### src/rtl/seg_display_sched.sv
// Display scheduler: arbitrates three requesters for the 4-digit seven-segment display and paces scanning.
// Define SEG_FIXED_PRIO_EN for fixed priority (0 > 1 > 2); default is round-robin.
module seg_display_sched #(
    parameter int PRESCALE   = 50000,
    parameter int HOLD_TICKS = 256
) (
    input  logic        clk,
    input  logic        reset,
    input  logic [2:0]  req,
    input  logic [15:0] data0,
    input  logic [15:0] data1,
    input  logic [15:0] data2,
    output logic [2:0]  gnt,
    output logic        busy,
    output logic [1:0]  src,
    output logic        scan_tick,
    output logic [3:0]  dgt4,
    output logic [3:0]  dgt3,
    output logic [3:0]  dgt2,
    output logic [3:0]  dgt1
);

    localparam int PW = $clog2(PRESCALE);
    localparam int HW = $clog2(HOLD_TICKS + 1);

    typedef enum logic {IDLE, OWN} state_t;

    logic [PW-1:0] presc_q;
    logic          tick_q;
    state_t        state_q, state_d;
    logic [2:0]    gnt_q, gnt_d;
    logic [1:0]    src_q, src_d;
    logic [HW-1:0] hold_q, hold_d;
    logic [15:0]   disp_q, disp_d;
    logic [1:0]    winner;
    logic          grab;
    logic          expiry;
    logic [15:0]   ownerData;
    logic [15:0]   winnerData;

    always_ff @(posedge clk or negedge reset) begin
        if (!reset) begin
            presc_q <= '0;
            tick_q  <= 1'b0;
        end else begin
            tick_q  <= (presc_q == PW'(PRESCALE - 1));
            presc_q <= (presc_q == PW'(PRESCALE - 1)) ? '0 : presc_q + PW'(1);
        end
    end

`ifdef SEG_FIXED_PRIO_EN
    always_comb begin
        if (req[0])      winner = 2'd0;
        else if (req[1]) winner = 2'd1;
        else             winner = 2'd2;
    end
`else
    // Last-owner pointer starts at 2 so source 0 is searched first after reset.
    logic [1:0] ptr_q;

    always_ff @(posedge clk or negedge reset) begin
        if (!reset)     ptr_q <= 2'd2;
        else if (grab)  ptr_q <= winner;
    end

    always_comb begin
        case (ptr_q)
            2'd0:    winner = req[1] ? 2'd1 : (req[2] ? 2'd2 : 2'd0);
            2'd1:    winner = req[2] ? 2'd2 : (req[0] ? 2'd0 : 2'd1);
            default: winner = req[0] ? 2'd0 : (req[1] ? 2'd1 : 2'd2);
        endcase
    end
`endif

    always_comb begin
        case (src_q)
            2'd0:    ownerData = data0;
            2'd1:    ownerData = data1;
            default: ownerData = data2;
        endcase
        case (winner)
            2'd0:    winnerData = data0;
            2'd1:    winnerData = data1;
            default: winnerData = data2;
        endcase
    end

    assign expiry = tick_q && (hold_q == HW'(HOLD_TICKS - 1));

    // Expiry is checked before the owner's own req so a handover wins over a simultaneous drop.
    always_comb begin
        state_d = state_q;
        gnt_d   = gnt_q;
        src_d   = src_q;
        hold_d  = hold_q;
        disp_d  = disp_q;
        grab    = 1'b0;
        case (state_q)
            IDLE: begin
                if (req != 3'b000) grab = 1'b1;
            end
            OWN: begin
                if (expiry) begin
                    if (req != 3'b000) begin
                        grab = 1'b1;
                    end else begin
                        state_d = IDLE;
                        gnt_d   = 3'b000;
                    end
                end else if (!req[src_q]) begin
                    state_d = IDLE;
                    gnt_d   = 3'b000;
                end else if (tick_q) begin
                    hold_d = hold_q + HW'(1);
                    disp_d = ownerData;
                end
            end
            default: state_d = IDLE;
        endcase
        if (grab) begin
            state_d = OWN;
            gnt_d   = 3'b001 << winner;
            src_d   = winner;
            hold_d  = '0;
            disp_d  = winnerData;
        end
    end

    always_ff @(posedge clk or negedge reset) begin
        if (!reset) begin
            state_q <= IDLE;
            gnt_q   <= 3'b000;
            src_q   <= 2'd0;
            hold_q  <= '0;
            disp_q  <= 16'h0000;
        end else begin
            state_q <= state_d;
            gnt_q   <= gnt_d;
            src_q   <= src_d;
            hold_q  <= hold_d;
            disp_q  <= disp_d;
        end
    end

    assign gnt       = gnt_q;
    assign busy      = (state_q == OWN);
    assign src       = src_q;
    assign scan_tick = tick_q;
    assign dgt4      = disp_q[15:12];
    assign dgt3      = disp_q[11:8];
    assign dgt2      = disp_q[7:4];
    assign dgt1      = disp_q[3:0];

endmodule

### config.mk
export PLATFORM = sky130hd
export DESIGN_NAME = seg_display_sched
export DESIGN_NICKNAME = d
export VERILOG_FILES = /design/src/rtl/seg_display_sched.sv
export SDC_FILE = /design/constraint.sdc
export NUM_CORES = 1
export LEC_CHECK = 0
export CELL_PAD_IN_SITES_DETAIL_PLACEMENT = 1
export CELL_PAD_IN_SITES_GLOBAL_PLACEMENT = 2
export CORE_MARGIN = 5
export CORE_UTILIZATION = 25
export CTS_CLUSTER_DIAMETER = 50
export CTS_CLUSTER_SIZE = 14
export DETAILED_ROUTE_END_ITERATION = 8
export PLACE_DENSITY_LB_ADDON = 0.1
export SLEW_MARGIN = 20
export SYNTH_ARGS = -nofsm -noshare
export SYNTH_HDL_FRONTEND = slang
export SYNTH_SLANG_ARGS = --single-unit
### constraint.sdc
create_clock -name clk -period 2.85 [get_ports clk]
set_input_delay 0.855 -clock clk [delete_from_list [all_inputs] [get_ports clk]]
set_output_delay 0.855 -clock clk [all_outputs]
set_load 0.005 [all_outputs]
==> flow_summary.toml, run 1 <==
[sta]
tightest_slew_ps = 561.1
grt_setup_unrepaired = "no"
final_hold_viol_count = 0
hold_ws_ps = 493.0
max_freq_ghz = 0.4012
finalSetupViolCount = 0
final.setup.tns_ps = 0
clock_skew_ps = 4.532
finalMaxSlewViolations = 0
post-route-period-util_pct = 87.45
fin_crit_ps = 2492
fin_ws_ps = 357.7
relSlewSlack_pct = 62.31

[critical_path]
slowest_stage = "clkdlybuf4s50_1"
arrival_ps = 2660
crit_chain = "clkdlybuf4s50_1, buf_4, nor2b_2, buf_4, a22o_1, a221oi_1, a221oi_2"
cp-end-kind = "register"
timing.critical_path.mode_cell = "buf_4"
start_kind = "input port"
required_ps = 3020
slowest_delay_ps = 550
critPathMaxFanout = 19
path_class = "in2reg"

[power]
p_sw_mw = 1.357
p_per_area_mw_per_mm2 = 780.5
clkPwrFrac_pct = 19.7
p_comb_share_pct = 51.8
p_seq_share_pct = 28.4
power_leakage_nw = 1.769
power.internal_mw = 2.195
ir_worst_vdd_mv = 0.3661
netSwitchingFraction_pct = 38.20

[drt]
drt_iter0_drc = 167
routed_via_density = 5.085
wl_per_cell_um = 19.24
drc = 0
wirelength_um = 11510
drtPass1Iterations = 4
num_vias = 3041
ant_nets = 0

[clock_network]
postCtsSetupBuffers = 0
root_buffer = "clkbuf_16"
cts.path.max_buffers = 2
clkTransAtPathRegs_ps = 70
cts_sinks = 49
holdBufCountCts = 0
cts-resized-gates = 0
cts_tree = "built"
cts_buffers = 5
clock_latency_ps = 290
h-tree-depth = 2

[floorplanning]
dieArea_sq_mm = 0.01608
rows = 42
die_y_um = 126.8
start_util_pct = 25.66
ios = 76
core-area_sq_mm = 0.01330
die_width_um = 126.8

[grt]
grt_usage_pct = 14.50
grt_max_degree = 50
grt-ovfl-total = 0
antenna_found_initial = 0
grt_pass1_wl_um = 18750
grt_pass1_vias = 3311

[logic_synthesis]
async_flop_share_pct = 100.0
syn_area_sq_mm = 0.003412
avgSynthCellArea_sq_um = 9.777
ys_ff_latch = 49
ys_warn_count = 0
synth_edf_count = 0
synth.distinct_cells = 57
synth_cells = 349
syn_nets = 405
ys.flop_type = "dfrtp_1"
yosysSeqAreaShare_pct = 35.97

[run]
max-cap-violations = 0

[placement]
hpwl_um = 8386
pre_cts_ws_ps = 29.31
port-buffer-count = 75
gp_congestion = 0.7247

[cells_and_area]
insertedDiodeCount = 0
syn2layout_area_growth_pct = 33.37
nNetsFinal = 477
drive_gt1_share_pct = 16.59

[status]
status = "complete, no violations"

[hold_path]
worst_hold_path_type = "reg2reg"
==> sequential cells by signal (all words and copies together) (netlist names) <==
| name | count |
|---|---|
| scan_tick | 1 |
| presc_q | 16 |
| hold_q | 9 |
| src | 1 |
| gnt | 3 |
| busy | 1 |
| disp_q | 16 |
| ptr_q | 2 |
==> kinds of logic (layout without fill, tap and decap cells) <==
group | after synthesis | count (layout) | share of synthesized area (%)
adders and majority gates | 3 | 3 | 1.100
muxes | 21 | 21 | 6.161
xor gates and xnor gates | 18 | 18 | 4.620
AOI/OAI and AO/OA | 97 | 97 | 24.09
and+or+nand+nor | 125 | 125 | 21.31
DFF | 49 | 49 | 35.97
buffers and inverters | 36 | 109 | 6.747
==> power by group through the flow <==
stage / registers (mW) / logic, mW / clock network (mW)
final: 1.01 / 1.84 / 0.701
after global routing: 1.03 / 2.03 / 0.747
after CTS: 1.01 / 1.89 / 0.728
after detailed placement: 1.02 / 1.88 / 0
after global placement: 1.02 / 1.88 / 0
after floorplan: 0.992 / 1.13 / 0
==> critical path, delay by kind of cell <==
kind / cells / cell delay (ps)
buf+inv: 3 / 1050
compound gates: 3 / 650
simple gates: 1 / 90
==> layout by cell type (no fill, tap or decap), drive strengths merged, types with 2 or more instances in the layout <==
| master | count |
|---|---|
| clkdlybuf4s50 | 74 |
| dfrtp | 48 |
| nor2 | 43 |
| a221oi | 27 |
| nor3 | 26 |
| mux2i | 21 |
| buf | 21 |
| a21oi | 19 |
| nand2 | 16 |
| a22oi | 14 |
| a22o | 14 |
| nand3 | 11 |
| xnor2 | 11 |
| xor2 | 7 |
| inv | 6 |
| clkbuf | 6 |
| nand4 | 5 |
| or2 | 5 |
| a211oi | 4 |
| nor2b | 4 |
| nor4 | 4 |
| a21o | 3 |
| o21ai | 3 |
| ha | 3 |
| nand2b | 2 |
| a31oi | 2 |
| nor3b | 2 |
| and2 | 2 |
==> path summary, 6_finish.rpt <==
| path | startpoint | end | slack (ps) | depth (start not counted) |
|---|---|---|---|---|
| max | req[0] | disp_q[11] | 360 | 7 |
| max in group asynchronous | reset | ptr_q[1] | 1990 | 2 |
| min in group asynchronous | reset | disp_q[5] | 540 | 2 |
| min | gnt[1] | gnt[1] | 490 | 1 |
| min reg2reg | gnt[1] | gnt[1] | 490 | 1 |
| max reg2reg | hold_q[0] | disp_q[1] | 430 | 9 |
==> metal layers <==
layer | track usage [%] | up-vias | routed length [um]
met5 | 0 | - | 0
met4 | 3.281 | 0 | 68
met3 | 2.480 | 6 | 450
met2 | 21.86 | 75 | 4958
met1 | 21.63 | 1504 | 6030
li1 | - | 1456 | -
==> stage by stage <==
stage | instance area [sq um] | power (mW) | std cells | utilization [%]
finish | 4551 | 3.552 | 598 | 34.23
global route | 4551 | 3.801 | 598 | 34.23
CTS | 4551 | 3.628 | 598 | 34.23
detailed placement | 4383 | 2.901 | 590 | 32.97
global placement | 4383 | 2.895 | 590 | 32.97
floorplan | 3412 | 2.124 | 349 | -
==> synthesized netlist by cell type (6+ instances only) <==
library cell | number | area [sq um]
a221oi_1 | 16 | 140.1
nand3_1 | 11 | 55.05
buf_6 | 6 | 67.56
mux2i_1 | 21 | 210.2
inv_1 | 6 | 22.52
nor3_2 | 14 | 140.1
dfrtp_1 | 48 | 1201
buf_4 | 8 | 60.06
nor3_1 | 12 | 60.06
xnor2_1 | 11 | 96.34
nand2_1 | 15 | 56.30
a22oi_1 | 14 | 105.1
a22o_1 | 14 | 122.6
nor2_1 | 42 | 157.7
buf_2 | 7 | 35.03
a221oi_2 | 11 | 165.2
xor2_1 | 7 | 61.31
a21oi_1 | 19 | 95.09
==> cell type report <==
type | instances | area, sq um
repair buffers | 95 | 958.4
well taps | 176 | 220.2
flip-flops and latches | 49 | 1227
clock inverters | 2 | 38.79
clock buffers | 6 | 128.9
fillers | 1513 | 8745
inverters | 6 | 22.52
multi-input cells | 264 | 1954
Power figures use the tool's default switching activity.
==> run 2, diff against run 1 <==
--- a/config.mk
+++ b/config.mk
@@ -7,7 +7,6 @@
 export LEC_CHECK = 0
 export CELL_PAD_IN_SITES_DETAIL_PLACEMENT = 1
 export CELL_PAD_IN_SITES_GLOBAL_PLACEMENT = 2
-export CORE_MARGIN = 5
 export CORE_UTILIZATION = 25
 export CTS_CLUSTER_DIAMETER = 50
 export CTS_CLUSTER_SIZE = 14
==> run 2 against run 1 <==
Total power decreased by 2.8%. Register-to-register slack worse by 80 ps. Sequential cell count did not move. Global-route usage is 2.3 points higher. Critical path type is now reg2reg. Largest cell class unchanged. Highest routed layer unchanged.
==> flow_summary.toml, run 2 (synthesis gave the netlist of run 1 again) <==
[status]
status = "complete, no violations"

[power]
p_per_area_mw_per_mm2 = 764.2
ir_worst_vdd_mv = 0.4689
power_leakage_nw = 1.753

[cells_and_area]
syn2layout_area_growth_pct = 32.38
top_regs = "disp_q x16, presc_q x16, hold_q x9"
layout_common_cells = "clkdlybuf4s50_1, dfrtp_1, nor2_1, mux2i_1, a21oi_1"
nNetsFinal = 477
drive_gt1_share_pct = 16.82
final_common_cell = "clkdlybuf4s50_1"
insertedDiodeCount = 0

[clock_network]
cts.path.max_buffers = 2
holdBufCountCts = 0
clock_latency_ps = 290
clkTransAtPathRegs_ps = 70
cts_sinks = 49
root_buffer = "clkbuf_16"
postCtsSetupBuffers = 0
cts_buffers = 5
cts_tree = "built"
h-tree-depth = 2
cts-resized-gates = 0

[drt]
wirelength_um = 11300
wl_per_cell_um = 18.89
drt_iter0_drc = 133
drc = 0
drtPass1Iterations = 4
routed_via_density = 5.142
num_vias = 3075
ant_nets = 0

[critical_path]
path_class = "reg2reg"
slowest_stage = "nand3b_1"
worstRegToRegCells = 9
required_ps = 3040
critPathMaxFanout = 13
crit_chain = "ha_1, nand3_1, nor2_1, ha_1, nand3b_1, nor2_8, buf_12, nor3_1, a221oi_1"
arrival_ps = 2690
cp-end-kind = "register"
startpoint = "hold_q[0]"
slowest_delay_ps = 490
r2r-start = "hold_q[0]"
start_kind = "register"
timing.critical_path.mode_cell = "ha_1"

[sta]
final_hold_viol_count = 0
post-route-period-util_pct = 87.58
finalSetupViolCount = 0
finalMaxSlewViolations = 0
relSlewSlack_pct = 60.65
grt_setup_unrepaired = "no"
clock_skew_ps = 3.558
fin_ws_ps = 353.9
tightest_slew_ps = 588.4
final.setup.tns_ps = 0
max_freq_ghz = 0.4006
fin_crit_ps = 2496

[grt]
grt_pass1_wl_um = 18570
grt-ovfl-total = 0
grt_max_degree = 27
antenna_found_initial = 0
grt_usage_pct = 16.78
grt_pass1_vias = 3319

[run]
max-cap-violations = 0

[hold_path]
worst_hold_path_type = "in2async"

[placement]
hpwl_um = 8269
gp_congestion = 0.7563
pre_cts_ws_ps = 46.03
port-buffer-count = 75

[floorplanning]
ios = 76
start_util_pct = 25.66
rows = 42
die_width_um = 118.8
die_y_um = 118.8
core-area_sq_mm = 0.01330
dieArea_sq_mm = 0.01412
-- run 2: changes by cell type in the layout (fill, tap and decap cells not counted), sizes merged --
cell,delta
bufinv,-1
clkbuf,-1
clkinvlp,+1
inv,+1
-- run 2: final timing paths --
kind / to / slack (ps)
min: disp_q[8] / 500
min reg2reg: presc_q[0] / 500
min in group clk: presc_q[0] / 500
max reg2reg: disp_q[0] / 350
max in group asynchronous: ptr_q[1] / 1680
max: disp_q[0] / 350
-- run 2: where the power goes --
group	switching (mW)	total [mW]	leakage [nW]	internal [mW]
Combinational	0.936	1.83	1.07	0.894
Clock	0.282	0.610	0.0702	0.328
Sequential	0.145	1.01	0.615	0.867
Total	1.36	3.45	1.75	2.09
-- run 2: through the flow --
step                      total power [mW]  cells  hold slack [ps]  cell area, sq um  util (%)
after global placement               2.855    590            477.2              4370     32.87
after floorplan                      2.124    349            454.7              3412         -
after global routing                 3.697    598            525.1              4517     33.97
final                                3.452    598            502.9              4517     33.97
after CTS                            3.513    598            505.6              4517     33.97
after detailed placement             2.881    590            490.8              4370     32.87
-- run 2: routing by layer --
layer | global-route usage, % | up-vias | routed length (um)
met4 | 4.035 | 0 | 117
met5 | 0 | - | 0
met1 | 24.11 | 1553 | 5784
li1 | - | 1450 | -
met3 | 2.826 | 8 | 485
met2 | 26.06 | 64 | 4911
-- run 2: area by class of cell --
type	instances	area (sq um)
clock buffer	5	125.1
clock inverter	3	21.27
fill	1529	8778
inverter	6	22.52
multi-input combinational	264	1954
sequential	49	1227
tap	176	220.2
timing repair buffer	95	945.9
-- run 2: critical path, delay by kind of cell, from the launching register on --
family                   cells  cell delay [ps]
AND/OR/NAND/NOR              5             1080
adder cells (fa/ha/maj)      2              460
flip-flops                   1              420
AO/OA/AOI/OAI                1              230
buffers and inverters        1              200
==> run 3, diff against run 2 <==
--- a/config.mk
+++ b/config.mk
@@ -12,6 +12,7 @@
 export CTS_CLUSTER_SIZE = 14
 export DETAILED_ROUTE_END_ITERATION = 8
 export PLACE_DENSITY_LB_ADDON = 0.1
+export RECOVER_POWER = 100
 export SLEW_MARGIN = 20
 export SYNTH_ARGS = -nofsm -noshare
 export SYNTH_HDL_FRONTEND = slang
==> constraint.sdc (replaced) <==
create_clock -name clk -period 2 [get_ports clk]
set_input_delay 0.6 -clock clk [delete_from_list [all_inputs] [get_ports clk]]
set_output_delay 0.6 -clock clk [all_outputs]
set_load 0.005 [all_outputs]
==> run 3 against run 2 <==
Hold slack lost 18 ps. Setup slack lost 330 ps. First-iteration DRC count shrank 13%. Clock skew is essentially flat. Critical path depth grew 1. Via count grew 6.1%. Sequential share of layout area shrank 2.9 points.
==> flow_summary.toml, run 3 (synthesis gave the netlist of run 1 again) <==
[grt]
grt_pass1_wl_um = 18570
grt_usage_pct = 16.83
antenna_found_initial = 0
grt_pass1_vias = 3487
grt-ovfl-total = 0
grt_max_degree = 50

[cells_and_area]
syn2layout_area_growth_pct = 48.59
drive_gt1_share_pct = 27.53
multi_input_area_sq_mm = 0.002076
layout_common_cells = "clkdlybuf4s50_1, buf_4, dfrtp_1, nor2_1, mux2i_1"
top_regs = "disp_q x16, presc_q x16, hold_q x9"
final_common_cell = "clkdlybuf4s50_1"
insertedDiodeCount = 0
register_area_sq_mm = 0.001229
n_fill_cell = 1497
nNetsFinal = 520

[power]
power_mw = 5.475
p_sw_mw = 2.057
p_comb_share_pct = 55.6
power.internal_mw = 3.418
ir_worst_vdd_mv = 0.4946
power_leakage_nw = 2.048
netSwitchingFraction_pct = 37.58
p_seq_share_pct = 26.5
clkPwrFrac_pct = 17.9
p_per_area_mw_per_mm2 = 1080

[clock_network]
clkTransAtPathRegs_ps = 70
cts_sinks = 49
cts_tree = "built"
cts.path.max_buffers = 2
clock_latency_ps = 290
root_buffer = "clkbuf_16"
h-tree-depth = 2
cts_buffers = 5

[hold_path]
worst_hold_path_type = "reg2reg"

[critical_path]
critPathMaxFanout = 5
r2r_slack_ps = 30
arrival_ps = 2140
start_kind = "register"
path_class = "reg2reg"
required_ps = 2170
cp-end-kind = "register"

[run]
max-cap-violations = 0

[floorplanning]
core-area_sq_mm = 0.01330
die_width_um = 118.8
rows = 42
start_util_pct = 25.66
die_y_um = 118.8
dieArea_sq_mm = 0.01412
ios = 76

[sta]
post-route-period-util_pct = 98.64
max_freq_ghz = 0.5069
hold_ws_ps = 484.9
grt_setup_unrepaired = "yes"
fin_crit_ps = 1973
finalSetupViolCount = 0
relSlewSlack_pct = 12.30
tightest_slew_ps = 1316
finalMaxSlewViolations = 0
final_hold_viol_count = 0
clock_skew_ps = 3.573

[drt]
drc = 0
num_vias = 3263
wl_per_cell_um = 18.30
drt_iter0_drc = 116
drtPass1Iterations = 4
routed_via_density = 5.090
ant_nets = 0
wirelength_um = 11730

[placement]
hpwl_um = 8458
gp_congestion = 0.7687
port-buffer-count = 75

[status]
status = "complete, no violations"
==> run 3: path summary, 6_finish.rpt <==
path | from | to | cells after the start
max in group asynchronous | reset | ptr_q[0] | 2
worst max-delay path | hold_q[1] | disp_q[15] | 10
worst min register to register | presc_q[0] | presc_q[0] | 1
worst min-delay path | presc_q[0] | presc_q[0] | 1
worst max register to register | hold_q[1] | disp_q[15] | 10
min in group asynchronous | reset | presc_q[13] | 2
==> run 3: final cells by class <==
type                    instances  area share, %
clock buffers                   6          2.542
clock inverters                 2         0.7651
inverters                       6         0.4442
multi-input cells             264          40.94
flip-flops and latches         49          24.23
well taps                     176          4.344
repair buffers                138          26.73
==> run 3: power by group through the flow <==
stage	sequential, mW	clock [mW]	combinational, mW
after floorplan	1.41	0	1.61
after global placement	1.48	0	2.89
final	1.45	0.980	3.05
after global routing	1.48	1.04	3.31
after detailed placement	1.47	0	2.93
after CTS	1.46	1.02	3.01
==> run 3: through the flow <==
stage               instance area [sq um]  TNS [ps]  worst slack, ps  util [%]  cells
finish                               5070         0            27.11     38.13    641
global route                         5070    -408.7           -58.60     38.13    641
CTS                                  4945    -14.71           -14.71     37.19    634
detailed placement                   4698    -10890           -424.6     35.34    625
global placement                     4698     -9886           -384.0     35.34    625
floorplan                            3415         0           0.1492         -    349
==> run 3: metal layers <==
metal	vias to the layer above	global-route usage (%)	part of all wire, %
met1	1635	23.31	50
met2	72	27.41	46
met3	11	2.730	3.5
li1	1545	-	-
met5	-	0	0
met4	0	3.797	1.1
==> run 3: repair_timing <==
action,4_1_cts,5_1_grt
hold buffers,0,0
cloned,0,2
setup buffers,1,5
pin swaps,0,8
endpoints found under the setup margin,30,21
gates resized for setup,16,15
==> run 3: worst max-delay path, cell delays in order (launching register included) <==
cell and delay (ps):
dfrtp_1 410, ha_4 180, nand3_2 70, nor2_2 40, ha_2 210, nand3b_1 190
buf_6 150, nor2_8 180, buf_6 150, mux2i_1 170, a22oi_1 100
